$ cat src/rtl/fp32_tx_pkg.sv
// rtl/fp32_tx_pkg.sv - shared types, constants and byte-order helpers for the FP32 UART sender
package fp32_tx_pkg;

    typedef enum logic [1:0] {
        ST_IDLE,
        ST_START,
        ST_DATA,
        ST_STOP
    } tx_state_t;

    localparam int DEFAULT_CLKS_PER_BIT = 868;
    localparam int BYTES_PER_WORD       = 4;

    function automatic logic [7:0] lead_byte(input logic [31:0] word, input logic lsb_first);
        return lsb_first ? word[7:0] : word[31:24];
    endfunction

    // Drops the byte just handed to the serializer so the next one sits in the lead position.
    function automatic logic [31:0] trail_bytes(input logic [31:0] word, input logic lsb_first);
        return lsb_first ? {8'h00, word[31:8]} : {word[23:0], 8'h00};
    endfunction

endpackage

$ cat src/rtl/uart_tx_byte.sv
// rtl/uart_tx_byte.sv - 8N1 byte serializer; a start on the last stop-bit cycle chains the next byte gap-free
module uart_tx_byte
    import fp32_tx_pkg::*;
#(
    parameter int CLKS_PER_BIT = DEFAULT_CLKS_PER_BIT
) (
    input  logic       clk,
    input  logic       reset,
    input  logic       start,
    input  logic [7:0] data,
    output logic       tx,
    output logic       busy,
    output logic       done
);
    localparam logic [15:0] BAUD_LAST = 16'(CLKS_PER_BIT - 1);

    tx_state_t   state;
    tx_state_t   state_next;
    logic [15:0] baud_cnt;
    logic [2:0]  bit_idx;
    logic [7:0]  shreg;
    logic        baud_end;
    logic        load;

    assign baud_end = (baud_cnt == BAUD_LAST);
    assign load     = start && ((state == ST_IDLE) || ((state == ST_STOP) && baud_end));

    always_ff @(posedge clk) begin
        if (reset) begin
            state <= ST_IDLE;
        end else begin
            state <= state_next;
        end
    end

    always_comb begin
        state_next = state;
        case (state)
            ST_IDLE:  if (start) state_next = ST_START;
            ST_START: if (baud_end) state_next = ST_DATA;
            ST_DATA:  if (baud_end && (bit_idx == 3'd7)) state_next = ST_STOP;
            ST_STOP:  if (baud_end) state_next = start ? ST_START : ST_IDLE;
            default:  state_next = ST_IDLE;
        endcase
    end

    always_comb begin
        tx   = 1'b1;
        busy = 1'b1;
        done = 1'b0;
        case (state)
            ST_IDLE:  busy = 1'b0;
            ST_START: tx = 1'b0;
            ST_DATA:  tx = shreg[0];
            ST_STOP:  done = baud_end;
            default:  busy = 1'b0;
        endcase
    end

    always_ff @(posedge clk) begin
        if (reset || (state == ST_IDLE) || baud_end) begin
            baud_cnt <= '0;
        end else begin
            baud_cnt <= baud_cnt + 16'd1;
        end
    end

    always_ff @(posedge clk) begin
        if (reset) begin
            bit_idx <= '0;
            shreg   <= '0;
        end else if (load) begin
            bit_idx <= '0;
            shreg   <= data;
        end else if ((state == ST_DATA) && baud_end) begin
            bit_idx <= bit_idx + 3'd1;
            shreg   <= {1'b0, shreg[7:1]};
        end
    end

endmodule

$ cat src/rtl/fp32_result_tx.sv
// rtl/fp32_result_tx.sv - latches an FP32 word and sends its four bytes back-to-back over a UART line
module fp32_result_tx
    import fp32_tx_pkg::*;
#(
    parameter int CLKS_PER_BIT   = DEFAULT_CLKS_PER_BIT,
    parameter bit LSB_BYTE_FIRST = 1'b1
) (
    input  logic        clk,
    input  logic        reset,
    input  logic        in_valid,
    input  logic [31:0] in_data,
    output logic        in_ready,
    output logic        tx,
    output logic        busy,
    output logic        done
);
    logic [31:0] word_sr;
    logic [1:0]  byte_idx;
    logic        byte_start;
    logic        byte_busy;
    logic        byte_done;
    logic        transfer;
    logic        last_byte;
    logic [7:0]  byte_data;

    assign in_ready   = ~byte_busy;
    assign busy       = byte_busy;
    assign transfer   = in_valid && in_ready;
    assign last_byte  = (byte_idx == 2'(BYTES_PER_WORD - 1));
    assign byte_start = transfer || (byte_done && !last_byte);
    assign done       = byte_done && last_byte;
    // On the accept edge the first byte comes straight from in_data; word_sr holds only what remains.
    assign byte_data  = lead_byte(transfer ? in_data : word_sr, LSB_BYTE_FIRST);

    always_ff @(posedge clk) begin
        if (reset) begin
            word_sr  <= '0;
            byte_idx <= '0;
        end else if (transfer) begin
            word_sr  <= trail_bytes(in_data, LSB_BYTE_FIRST);
            byte_idx <= '0;
        end else if (byte_done) begin
            word_sr  <= trail_bytes(word_sr, LSB_BYTE_FIRST);
            byte_idx <= byte_idx + 2'd1;
        end
    end

    uart_tx_byte #(
        .CLKS_PER_BIT(CLKS_PER_BIT)
    ) u_byte (
        .clk  (clk),
        .reset(reset),
        .start(byte_start),
        .data (byte_data),
        .tx   (tx),
        .busy (byte_busy),
        .done (byte_done)
    );

endmodule

$ cat config.mk
export PLATFORM = sky130hd
export DESIGN_NAME = fp32_result_tx
export DESIGN_NICKNAME = d
export VERILOG_FILES = /design/src/rtl/fp32_tx_pkg.sv /design/src/rtl/uart_tx_byte.sv /design/src/rtl/fp32_result_tx.sv
export SDC_FILE = /design/constraint.sdc
export NUM_CORES = 1
export LEC_CHECK = 0
export ABC_AREA = 1
export BUFFER_PORTS_ARGS = -buffer_cell sky130_fd_sc_hd__buf_2
export CAP_MARGIN = 5
export CORE_ASPECT_RATIO = 1.25
export CORE_MARGIN = 3
export CORE_UTILIZATION = 41
export DETAILED_ROUTE_END_ITERATION = 8
export PLACE_DENSITY = 0.7
export RECOVER_POWER = 25
export SLEW_MARGIN = 20
export SYNTH_ARGS = -nofsm -noshare
export SYNTH_HDL_FRONTEND = slang
export SYNTH_SLANG_ARGS = --single-unit
$ cat constraint.sdc
create_clock -name clk -period 2 [get_ports clk]
set_input_delay 0.3 -clock clk [delete_from_list [all_inputs] [get_ports clk]]
set_output_delay 0.3 -clock clk [all_outputs]
set_load 0.05 [all_outputs]
* Word level (Yosys, flattened, before mapping)
Index checks and enable logic that the tools add are counted.
** Word-level totals
- Output and inout bits :: 4
- Register bits after elaboration :: 55
** Cells by class
- Eq/ne operators :: 10
- $add $sub $neg :: 3
- Multiplexer cells :: 14
- Reduce and logical (&&, ||, !) cells :: 18
** Operators with widths (number)
- 24-bit two-way mux :: 2
- 8-bit two-way mux :: 3
- 16-bit by 1-bit adder with 16-bit output, second input constant :: 1
- 16-bit by 10-bit equality test with 1-bit output, second input constant :: 1
- 2-bit two-way mux :: 4
- 2-bit by 1-bit != test with 1-bit output, second input constant :: 4
- 2-bit one-hot mux with 4 select lines :: 1
- 1-bit logical AND :: 7
- 2-bit equality test, second input constant :: 3
- 1-bit logical OR :: 4
- 4-bit AND reduction :: 1
- 2-bit nonzero test :: 2
- 2-bit OR reduction :: 2
- 3-bit by 1-bit adder with 3-bit output, second input constant :: 1
- 3-bit equality test, second input constant :: 1
- 1-bit two-way mux :: 3
- 2-bit by 1-bit adder with 2-bit output, second input constant :: 1
- 2-bit by 1-bit equality test with 1-bit output, second input constant :: 1
- 2-bit zero test :: 1
- 1-bit one-hot mux with 2 select lines :: 1
- 1-bit zero test :: 1

* Logic depth before layout (Yosys ltp)
- Word-level depth :: 7
- Mapped depth :: 11
- Mapped depth without buffers :: 10

* Cells and area by module
A second synthesis with hierarchy kept.
** Unflattened totals
- Cell total of the unflattened synthesis :: 437
- Area total of the unflattened synthesis :: 2982.9 um2
** Modules (own cells, without submodules)
- uart_tx_byte :: cells each 215, area each 1531.5 um2, times used 1
- fp32_result_tx :: cells each 222, area each 1451.4 um2, times used 1

* Worst setup path before layout
Ideal clock, no wire load.
- Path type :: register -> output
- From :: reg u_byte.state[0]
- To :: out tx
- Cell stages (with the launch flop) :: 4
- Arrival :: 1807 ps
- Path slack :: -107 ps
- Buffers on the path :: 0
- Path through :: dfxtp_1 > inv_1 > ha_1 > o21ai_0
** Between the ends
- Longest elaborated chain between the ends :: 2
- Elaborated cells between the ends (all ways) :: 3
- Classes of those cells :: eq/ne (2); mux (1)
** Ends and longest elaborated chain
- start, declared :: line uart_tx_byte.sv:17 : tx_state_t state;
- start signal, assigned :: line uart_tx_byte.sv:32 : state <= state_next;
- 2-bit equality test / 2-bit by 1-bit equality test with 1-bit output (equally long branches) :: line uart_tx_byte.sv:51 : case (state)
- 1-bit one-hot mux with 2 select lines (*) :: line uart_tx_byte.sv:51
- end, declared :: line fp32_result_tx.sv:13 : output logic tx,
Mark *: on every way between the ends. The rest lies on a longest branch, timed or not.

* Final worst setup path
Ends and elaborated chain as after synthesis.

==> results.md <==
* Remaining Overflow, GRT at 0
* Nets@finish at 449
* Worst path slowest cell: dfxtp_1
* GRT busiest layer: met2
* Pre-antenna DRT Iters at 5
* Maximum VDD drop at 0.386 mV
* CP bufs+invs at 2
* Root buffer selected by CTS: clkbuf_8
* Number of max-cap violations at 0
* Cts bufs inserted at 5
* Crit. End Element: primary output
* Worst endpoint required time at approximately 1700 ps
* Die area at 0.00760 sq mm
* RSZ-0062 raised after global routing: false
* Synth cell types at 32
* Worst Path Max Fanout at 5
* Area of the multi-input gates at 0.00135 sq mm
* Sequential cell area at 0.00110 sq mm
* Setup ws final at between 100 and 150 ps
* Delay of the slowest critical-path stage at around 400 ps
* Setup WS pre-CTS at 252 ps
* Seq/Total Area, Yosys at 0.408
* Number of global-route vias before repair at 2252
* Synth warn at 0
* Hold_buf cts at 0
* Detailed router's first-iteration violation count at 116
* Most common cell after layout, fill and taps aside: nand2_1
* CTS sink cnt at 55
* Critical path's top delay family: flip-flops
* I/O pin count at 39
* Avg Cell Area, Syn at 7.33 sq um
* First-pass GRT wire length at 9450 um
* DR vias at 2432
* Clock skew at roughly 14 ps
* Worst-Skew Late Latency at 320 ps
* Die extent in x at 78.6 um
* WS Path Type: reg2out
* Status: complete, no violations
* Initial antenna violation count at 0
* Worst-path clk slew at 110 ps
* Type of the worst min-delay path: in2reg
* DRC errors left at 0
* Critical Path AT at around 1600 ps
* Met3 Use GR at 0.0326
* Count of final hold-check violations at 0
* Normalized max-slew margin at 0.704
* Layout cells sized above 1 at 0.177
* Setup TNS Final at 0 ps
* Post-route ant nets at 0
* Cell leakage power at 1.24 nW
* Row count at 32
* Syn Nets at just over 400
* Commonest cells after routing, fill and taps aside: nand2_1 (99), dfxtp_1 (54), nand3_1 (41)
* Synth Cell Area at 0.00270 sq mm
* Vias per cell at between 4 and 5
* Starting Density at 0.429
* RD Place Congestion at roughly 0.83
* Synthesized instance count at between 300 and 400
* GRT Util Overall at 0.150
* Max Freq at 0.527 GHz
* Avg WL per Cell at between 10 and 15 um
* Antenna fix cells at 0
* CTS tree: done
* Fin crit share at 0.949
* Setup violations, final at 0
* Max H-tree Level at 2
* DIE HEIGHT at about 97 um
* Pin count of the biggest net entering global routing at 25
* Final hold slack at approximately 210 ps
* FILL cells at 656
* Area growth from synthesis to layout at 12.8%
* Final WL at 5450 um
* PwrDens at 977 mW/mm^2
* Slew Limit Fails at 0
* Worst Tran Pin Value at 444 ps
* Worst Setup Start Kind: register
* Yosys reg bits at 55
* Final Critical Period at 1900 ps
* Clk buf depth at 2
* Met2 GRT Util at 0.262
* Cell chain of the critical path: inv_1, ha_1, o21ai_1, buf_2
* GR Util met1 at 0.175
* Core footprint at 0.00629 sq mm
* Dpl hpwl at between 3000 and 4000 um
* Port bufs at 38
[cell usage after synthesis, drive strengths merged]
cell,count,area (sq um)
a211oi,1,7.51
a21oi,29,149
a31oi,18,113
buf,11,88.8
clkbuf,5,18.8
dfxtp,55,1100
dlymetal6s2s,1,12.5
ha,9,113
inv,34,128
nand2,103,407
nand3,43,233
nand4,3,25.0
nor2,27,131
nor3,6,30.0
nor4,3,18.8
o211ai,1,7.51
o21a,1,7.51
o21ai,14,73.8
xnor2,1,8.76
xor2,3,26.3
[cells by family after synthesis]
| kind of cell | count (synthesis) | share of synthesized area |
|---|---|---|
| AOI/OAI and AO/OA | 64 | 0.133 |
| and+or+nand+nor | 185 | 0.313 |
| DFF | 55 | 0.408 |
| adders and majority gates | 9 | 0.0417 |
| buffers and inverters | 51 | 0.0918 |
| xor gates and xnor gates | 4 | 0.0130 |
[worst paths after layout]
kind	start	endpoint	slack, ps	cells past startpoint
setup / recovery	u_byte.state[0]	tx	100	4
hold / removal	in_data[26]	word_sr[18]	210	3
setup reg to reg	u_byte.baud_cnt[0]	u_byte.state[0]	220	8
hold reg to reg	u_byte.baud_cnt[0]	u_byte.baud_cnt[0]	430	1
[stage by stage]
stage	power, W	area [sq um]	std cells	utilization
finish	0.00297	3050	491	0.484
detailed placement	0.00235	2940	482	0.467
floorplan	0.00214	2700	368	-
global route	0.00318	3050	491	0.484
global placement	0.00233	2940	482	0.467
CTS	0.00301	3050	491	0.485
[flip-flops by register name (all words and copies together), names as in the netlist]
signal / flops
byte_idx: 2
u_byte.baud_cnt: 16
u_byte.bit_idx: 3
u_byte.shreg: 8
u_byte.state: 2
word_sr: 24
[worst min-delay path, delay by kind of cell]
kind | cells | cell delay [ps]
compound gates | 1 | 50
simple gates | 1 | 50
buf+inv | 1 | 90
[routing by layer]
metal	vias to the layer above	part of all wire
met2	45	0.50
met4	0	0.016
met1	1096	0.44
met5	-	0
li1	1285	-
met3	6	0.047
[report_power, final]
part	internal [W]	leakage, nW	switching [W]	total, W
combinational	0.000321	0.744	0.000690	0.00101
sequential	0.00123	0.449	0.0000772	0.00131
clock	0.000259	0.0491	0.000393	0.000651
total	0.00181	1.24	0.00116	0.00297
[what timing repair did]
item,in CTS,in global routing
setup buffers,1,0
setup endpoints to repair,1,10
resized for setup,3,3
gates cloned,0,0
pin swaps,1,1
[final cells by class]
type,instances,share of cell area
multi-input cells,262,0.443
flip-flops and latches,55,0.362
repair buffers,47,0.0855
inverters,34,0.0431
well taps,85,0.0349
clock buffers,5,0.0226
clock inverters,3,0.00863
No activity file was read; power rests on OpenSTA's default activity.
